`src/rtl/snap_vacc_capture_ctrl.sv`:
```
// Snapshot capture controller: writes a burst of accumulator words into the
// snapshot BRAM and publishes a done/busy/word-count status word for software.
module snap_vacc_capture_ctrl #(
  parameter int ADDR_W = 11,
  parameter int DATA_W = 32
) (
  input  logic              user_clk,
  input  logic              user_rst_n,
  input  logic              ctrl_arm,
  input  logic              ctrl_trig_sel,
  input  logic              sync_in,
  input  logic [DATA_W-1:0] din,
  input  logic              din_valid,
  output logic [ADDR_W-1:0] bram_addr,
  output logic [DATA_W-1:0] bram_data,
  output logic              bram_we,
  output logic [31:0]       status_addr
);

  localparam int CNT_W = ADDR_W + 1;
  localparam int PAD_W = 30 - CNT_W;
  localparam logic [CNT_W-1:0] LAST_IDX = {1'b0, {ADDR_W{1'b1}}};

  typedef enum logic [1:0] {
    ST_IDLE      = 2'd0,
    ST_WAIT_TRIG = 2'd1,
    ST_CAPTURE   = 2'd2,
    ST_DONE      = 2'd3
  } state_t;

  state_t              state_reg, state_next;
  logic [CNT_W-1:0]    count_reg, count_next;
  logic                arm_d_reg;
  logic                arm_ok_reg;
  logic                we_reg, we_next;
  logic [ADDR_W-1:0]   addr_reg, addr_next;
  logic [DATA_W-1:0]   data_reg, data_next;
  logic [31:0]         status_reg, status_next;
  logic                arm_rise;
  logic                wr_en;
  logic                busy;
  logic                done;

  // arm_ok_reg masks the first cycle after reset so a level held through
  // reset release is not mistaken for a rising edge.
  assign arm_rise = ctrl_arm & ~arm_d_reg & arm_ok_reg;

  always_comb begin
    wr_en       = 1'b0;
    state_next  = state_reg;
    count_next  = count_reg;
    we_next     = 1'b0;
    addr_next   = addr_reg;
    data_next   = data_reg;
    busy        = (state_reg == ST_WAIT_TRIG) || (state_reg == ST_CAPTURE);
    done        = (state_reg == ST_DONE);
    status_next = {done, busy, {PAD_W{1'b0}}, count_reg};

    if (arm_rise) begin
      // Re-arm wins over any word presented in the same cycle.
      count_next = '0;
      state_next = ctrl_trig_sel ? ST_WAIT_TRIG : ST_CAPTURE;
    end else begin
      case (state_reg)
        ST_WAIT_TRIG: begin
          if (sync_in) begin
            state_next = ST_CAPTURE;
            wr_en      = din_valid;
          end
        end
        ST_CAPTURE: wr_en = din_valid;
        default: ;
      endcase

      if (wr_en) begin
        we_next    = 1'b1;
        addr_next  = count_reg[ADDR_W-1:0];
        data_next  = din;
        count_next = count_reg + CNT_W'(1);
        if (count_reg == LAST_IDX) begin
          state_next = ST_DONE;
        end
      end
    end
  end

  always_ff @(posedge user_clk) begin
    if (!user_rst_n) begin
      state_reg  <= ST_IDLE;
      count_reg  <= '0;
      arm_d_reg  <= 1'b0;
      arm_ok_reg <= 1'b0;
      we_reg     <= 1'b0;
      addr_reg   <= '0;
      data_reg   <= '0;
      status_reg <= '0;
    end else begin
      state_reg  <= state_next;
      count_reg  <= count_next;
      arm_d_reg  <= ctrl_arm;
      arm_ok_reg <= 1'b1;
      we_reg     <= we_next;
      addr_reg   <= addr_next;
      data_reg   <= data_next;
      // Flags and count land in one register so a re-sampling reader never
      // sees them disagree.
      status_reg <= status_next;
    end
  end

  assign bram_we     = we_reg;
  assign bram_addr   = addr_reg;
  assign bram_data   = data_reg;
  assign status_addr = status_reg;

endmodule

```
`config.mk`:
```
export PLATFORM = sky130hd
export DESIGN_NAME = snap_vacc_capture_ctrl
export DESIGN_NICKNAME = d
export VERILOG_FILES = /design/src/rtl/snap_vacc_capture_ctrl.sv
export SDC_FILE = /design/constraint.sdc
export NUM_CORES = 1
export LEC_CHECK = 0
export BUFFER_PORTS_ARGS = -buffer_cell sky130_fd_sc_hd__buf_2
export CORE_ASPECT_RATIO = 0.5
export CORE_MARGIN = 2
export CORE_UTILIZATION = 48
export DETAILED_ROUTE_END_ITERATION = 8
export PLACE_DENSITY = 0.76
export SETUP_SLACK_MARGIN = 0.1
export SKIP_CTS_REPAIR_TIMING = 1
export SYNTH_ARGS = -nofsm -noshare
export SYNTH_HDL_FRONTEND = slang
export SYNTH_SLANG_ARGS = --single-unit
```
`constraint.sdc`:
```
create_clock -name user_clk -period 2.7 [get_ports user_clk]
set_input_delay 0.135 -clock user_clk [delete_from_list [all_inputs] [get_ports user_clk]]
set_output_delay 0.135 -clock user_clk [all_outputs]
set_load 0.02 [all_outputs]
```
==> impl_metrics.tcl, run 1 <==
set metrics [dict create \
    timing.rr.start "state_reg[0]$_SDFF_PN0_" \
    path_clk_slew_ns 0.05 \
    grt_pass1_wl_um 9450 \
    ir_drop_mv 0.378 \
    startpoint "state_reg[0]$_SDFF_PN0_" \
    arrival_ns 2.34 \
    r2r_cells 6 \
    crit_type "flop to flop" \
    start_kind "flop" \
    syn_to_final_growth_pct 25.3 \
    worst_setup_path_end_kind "flop" \
    place_worst_setup_slack_ns 0.633 \
    layout.nets 458 \
    chipHeight_um 58.9 \
    tritoncts "done" \
    ctsRootBufferMaster "clkbuf_16" \
    syn_inst 325 \
    clock.fmax_mhz 478 \
    layout_setup_ws_ns 0.607 \
    dpl.hpwl_um 4100 \
    finalSetupViolCount 0 \
    ys_warn_count 0 \
    fin_cells 494 \
    slew_headroom 0.500 \
    maxCapViolations 0 \
    maxSlewViolCount 0 \
    drt_wl_total_um 5870 \
    diodes 0 \
    hold_viol_final 0 \
    die_w_um 114 \
    post-synth-top-count-cell "nand2_1" \
    synthTopCellsByCount "92 x nand2_1, 74 x dfxtp_1, 43 x a21boi_0" \
    grt_util_all_layers 0.183 \
    synth.cell_area_mm2 0.00290 \
    p_switching_uw 508 \
    largest_reg_flops 32 \
    worstMarginPinSlew_ns 0.750 \
    ant_nets 0 \
    seq_area_frac_synth 0.512 \
    ys_seq_elements 74 \
    drive_above_1_share 0.280 \
    rsz0062_at_grt "no" \
    min_from "ctrl_arm" \
    io_pins 114 \
    gr-total-overflow 0 \
    comb_power_share 0.060 \
    drc 0 \
    drt_iter0_drc 69 \
    via_per_inst 4.77 \
    wl_per_cell_um 11.9 \
    cts_sinks 74 \
    synth-edff-count 0 \
    cts_buffer_depth 2 \
    dr.pass1.iters 4 \
    ys_top_cells_by_area "dfxtp_1 51%, nand2_1 12%, a21boi_0 11%, buf_4 4.7%, and2_1 2.8%" \
    place_congestion 0.770 \
    endpoint "count_reg[9]$_SDFFE_PP0N_" \
    timing.final.crit_share 0.775 \
    tns_ns 0 \
    leakage_uw 0.00158 \
    powerDensity_mw_per_mm2 650 \
    clock_latency_ns 0.33 \
    start_util 0.512 \
    p_clk_frac 0.468 \
    core_mm2 0.00566 \
    grt_max_degree 62 \
    synth_top_area_frac 0.512 \
    antenna_found_initial 0 \
    required_ns 2.95 \
    ctsHtreeMaxLevel 3 \
    final_core_util 0.641 \
    p_seq_frac 0.472 \
    multiInputGateArea_mm2 0.00124 \
    ys.flop_type "dfxtp_1" \
    rr_endpoint "count_reg[9]$_SDFFE_PP0N_" \
    cp_max_fo 6 \
    intPower_uw 1850 \
    first_global_vias 2165 \
    layout_min_cycle_time_ns 2.09 \
    synthArstFlopShare 0 \
    dieArea_mm2 0.00671 \
    vias 2355 \
    final-seq-area_mm2 0.00148 \
    yosys.area.top_type "dfxtp_1" \
    fin_skew_ns 0.00452 \
    synth.avg_cell_area_um2 8.91 \
    fill_cells 489 \
    swShare 0.215 \
    cts_inserted_buffers 9 \
    rows 19 \
    min_path_cells 2 \
    outcome "finished, final reports clean" \
    dp_cells 478 \
    ff2ff_setup_slack_ns 0.61 \
    synth.distinct_cells 36 \
    io_buffer_count 95 \
    hold_class "input pin to flop" \
]
placed cells by master, fill, tap and decap left out, types with 4 or more instances in the layout:
master,count
nor2_1,10
dfxtp_1,74
and2_1,13
nand2_1,92
inv_1,4
a21oi_1,5
a21boi_0,43
o21ai_0,6
xnor2_1,7
ha_1,4
nand3_1,4
conb_1,18
buf_2,95
clkbuf_16,9
power by group through the flow:
stage	clock network [µW]	registers, µW	logic, µW
6_report	1100	1110	143
5_1_grt	1180	1110	157
4_1_cts	1140	1110	143
3_5_place_dp	0	1140	142
3_3_place_gp	0	1140	138
2_1_floorplan	0	1150	102
critical path, stage by stage (launching register included):
cell and delay [ns]:
dfxtp_1 0.39, inv_1 0.06, ha_1 0.34, nand2b_4 0.18, or4_4 0.56, or3_1 0.34, a21oi_1 0.14
metal layers:
metal	up-vias	GRT usage	share of wire
li1	1200	-	-
met1	1080	0.197	0.42
met2	60	0.332	0.51
met3	15	0.0618	0.052
met4	0	0.0889	0.016
met5	-	0	0
area by class of cell:
type / instances / share of cell area
Tap cell: 73 / 0.0252
Clock buffer: 14 / 0.0755
Clock inverter: 2 / 0.00276
Multi-Input combinational cell: 228 / 0.342
Sequential cell: 74 / 0.408
Timing Repair Buffer: 98 / 0.137
Inverter: 5 / 0.00897
how the worst min path moves through the flow:
stage	endpoint	slack [ns]
after CTS	arm_d_reg$_SDFF_PN0_	0.02
after global routing	arm_d_reg$_SDFF_PN0_	0.04
after detailed placement	arm_d_reg$_SDFF_PN0_	0.36
after floorplan	arm_ok_reg$_DFF_P_	0.16
after global placement	arm_d_reg$_SDFF_PN0_	0.35
final	arm_d_reg$_SDFF_PN0_	0.03
cell families (layout without fill, tap and decap cells):
kind of cell | after synthesis | after routing | share of synthesized area
AO/OA/AOI/OAI | 57 | 57 | 0.141
adder cells (fa/ha/maj) | 4 | 4 | 0.0173
XOR/XNOR | 8 | 8 | 0.0242
flip-flops | 74 | 74 | 0.512
buffers and inverters | 40 | 119 | 0.0821
AND/OR/NAND/NOR | 141 | 141 | 0.223
other | 1 | 18 | 0.00130
per-stage QoR:
step / cell area (µm²) / power, µW / hold WS (ns)
final: 3630 / 2360 / 0.0298
after global routing: 3630 / 2450 / 0.0379
after CTS: 3630 / 2390 / 0.0172
after detailed placement: 3340 / 1280 / 0.360
after global placement: 3340 / 1270 / 0.355
after floorplan: 2960 / 1250 / 0.163
Power figures use the tool's default switching activity.
==> inputs of run 2 (changes only) <==
Settings changed: ABC_AREA set to 1, CORE_UTILIZATION 48 to 49.
Clock period 2.7 ns to 2.1 ns, I/O delays scaled along.
==> run 2 against run 1 <==
Count of clock-buffer cells in the layout decreased by 1. Sequential share of layout area down 2.5 points. Critical path type unchanged. Synthesized area increased by 10%. Largest power group unchanged. Highest routed layer unchanged. Register-to-register slack worse by 0.35 ns. Largest cell class unchanged. Maximum frequency grew 14%. Die area is 7.7% higher. Power up 26%.
==> impl_metrics.tcl, run 2 <==
set metrics [dict create \
    outcome "finished, final reports clean" \
    start_util 0.517 \
    seq_area_frac_synth 0.464 \
    syn_to_final_growth_pct 20.9 \
    antenna_found_initial 0 \
    path_cells "inv_1 -> ha_1 -> nor2_4 -> nand2_8 -> clkinv_4 -> nand2_8 -> nand2_1 -> a21oi_1" \
    synth_top_area_frac 0.464 \
    maxSlewViolCount 0 \
    largest_reg_flops 32 \
    final_core_util 0.625 \
    grt_util_all_layers 0.184 \
    synthTopCellsByCount "92 x nand2_1, 74 x dfxtp_1, 32 x a21oi_1" \
    first_global_vias 2246 \
    ys_seq_elements 74 \
    ctsHtreeMaxLevel 3 \
    clock.fmax_mhz 543 \
    timing.rr.start "state_reg[0]$_SDFF_PN0_" \
    slew_headroom 0.580 \
    cp_slowest_stage_delay_ns 0.38 \
    grt_pass1_wl_um 10400 \
    ys_top_cells_by_area "dfxtp_1 46%, nand2_1 11%, nand3_2 6.3%, buf_4 5.9%, a21oi_2 5.5%" \
    ant_nets 0 \
    timing.final.crit_share 0.877 \
    drt_wl_total_um 6480 \
    ys.flop_type "dfxtp_1" \
    synth.distinct_cells 32 \
    ff2ff_setup_slack_ns 0.26 \
    drt_iter0_drc 178 \
    via_per_inst 4.68 \
    core_mm2 0.00618 \
    rsz0062_at_grt "no" \
    synth.cell_area_mm2 0.00320 \
    drc 0 \
    layout.nets 505 \
    synth.avg_cell_area_um2 8.52 \
    crit_type "flop to flop" \
    rows 20 \
    io_buffer_count 95 \
    io_pins 114 \
    die_w_um 118 \
    ir_drop_mv 0.410 \
    dr.pass1.iters 4 \
    synthArstFlopShare 0 \
    synth_compound_area_frac 0.112 \
    worst_setup_path_end_kind "flop" \
    start_kind "flop" \
    ys_warn_count 0 \
    ctsRootBufferMaster "clkbuf_16" \
    vias 2602 \
    synthMuxAreaShare 0 \
    min_from "din[14]" \
    path_clk_slew_ns 0.05 \
    drive_above_1_share 0.344 \
    cts_sinks 74 \
    required_ns 2.28 \
    wl_per_cell_um 11.7 \
    cts_buffer_depth 2 \
    gr-total-overflow 0 \
    cp_max_fo 43 \
    syn_inst 375 \
    mostFrequentLayoutCells "95 x buf_2, 91 x nand2_1, 74 x dfxtp_1" \
    final_common_cell "buf_2" \
    chipHeight_um 61.1 \
    maxCapViolations 0 \
    grt_max_degree 44 \
    clock_latency_ns 0.32 \
    leakage_uw 0.00170 \
    synth_top_family_by_area "simple AND/OR/NAND/NOR gates" \
    total_power_uw 2970 \
    hold_class "input pin to flop" \
    arrival_ns 2.02 \
    fin_skew_ns 0.00406 \
    tns_ns 0 \
    startpoint "state_reg[0]$_SDFF_PN0_" \
    yosys.area.top_type "dfxtp_1" \
    synth-adder-area-share 0.0157 \
    hold_viol_final 0 \
    finalSetupViolCount 0 \
    worstMarginPinSlew_ns 0.630 \
    crit_slowest_cell "dfxtp_1" \
    layout_min_cycle_time_ns 1.84 \
    synth_xor_area_frac 0.00548 \
    dpl.hpwl_um 4300 \
    diodes 0 \
    tritoncts "done" \
    post-synth-top-count-cell "nand2_1" \
    yosys.area_share.simple 0.268 \
    fin_hold_ws_ns 0.0389 \
    dieArea_mm2 0.00722 \
    path_buf_inv 2 \
    synth-edff-count 0 \
    place_congestion 0.888 \
    critPathMostFrequentCell "nand2_8" \
    cp_top_family "simple AND/OR/NAND/NOR gates" \
    powerDensity_mw_per_mm2 769 \
    cts_inserted_buffers 9 \
]
run 2: changes by cell type after synthesis, moves of 6 or more:
| cell | previous run | this run |
|---|---|---|
| inv_1 | 4 | 30 |
| nand3_2 | 1 | 20 |
| clkbuf_1 | 11 | 3 |
| a21oi_2 | 0 | 20 |
| nand3_1 | 4 | 28 |
| buf_4 | 18 | 25 |
| a21boi_0 | 43 | 0 |
| a21oi_1 | 5 | 32 |
| xnor2_1 | 7 | 1 |
| and2_1 | 13 | 0 |
run 2: per-layer routing:
layer | share of wire | track usage | up-vias
li1 | - | - | 1340
met1 | 0.47 | 0.225 | 1191
met2 | 0.46 | 0.314 | 65
met3 | 0.058 | 0.0630 | 6
met4 | 0.010 | 0.0671 | 0
met5 | 0 | 0 | -
run 2: worst min-delay path, cell delays in order:
cell and delay (ns):
buf_2 0.10, nand3_2 0.06, a21oi_2 0.05
run 2: cell families after synthesis:
| logic type | after synthesis |
|---|---|
| AND/OR/NAND/NOR | 167 |
| flip-flops | 74 |
| buffers and inverters | 71 |
| AO/OA/AOI/OAI | 56 |
| adder cells (fa/ha/maj) | 4 |
| XOR/XNOR | 2 |
| other | 1 |
run 2: path summary, 6_finish.rpt:
check,endpoint,cells past startpoint
setup / recovery,bram_data[19]$_SDFFE_PN0P_,8
hold / removal,bram_data[14]$_SDFFE_PN0P_,3
setup reg to reg,bram_data[19]$_SDFFE_PN0P_,8
hold reg to reg,status_addr[11]$_SDFF_PN0_,2
run 2: metrics by stage:
step,std cells,instance area [µm²],setup slack [ns]
floorplan,392,3260,0.560
global placement,539,3580,0.203
detailed placement,539,3580,0.147
CTS,555,3840,0.123
global route,556,3860,0.124
finish,556,3860,0.259
run 2: area by class of cell:
type | instances | area, µm²
tap | 88 | 110
multi-input combinational | 247 | 1360
fill | 566 | 2320
sequential | 74 | 1480
timing repair buffer | 99 | 520
inverter | 32 | 125
clock inverter | 3 | 15.0
clock buffer | 13 | 250
run 2: where the power goes:
| part | switching (µW) | internal, µW | leakage (µW) |
|---|---|---|---|
| Sequential | 7.69 | 1420 | 0.000597 |
| Clock | 524 | 825 | 0.000133 |
| Combinational | 139 | 56.9 | 0.000970 |
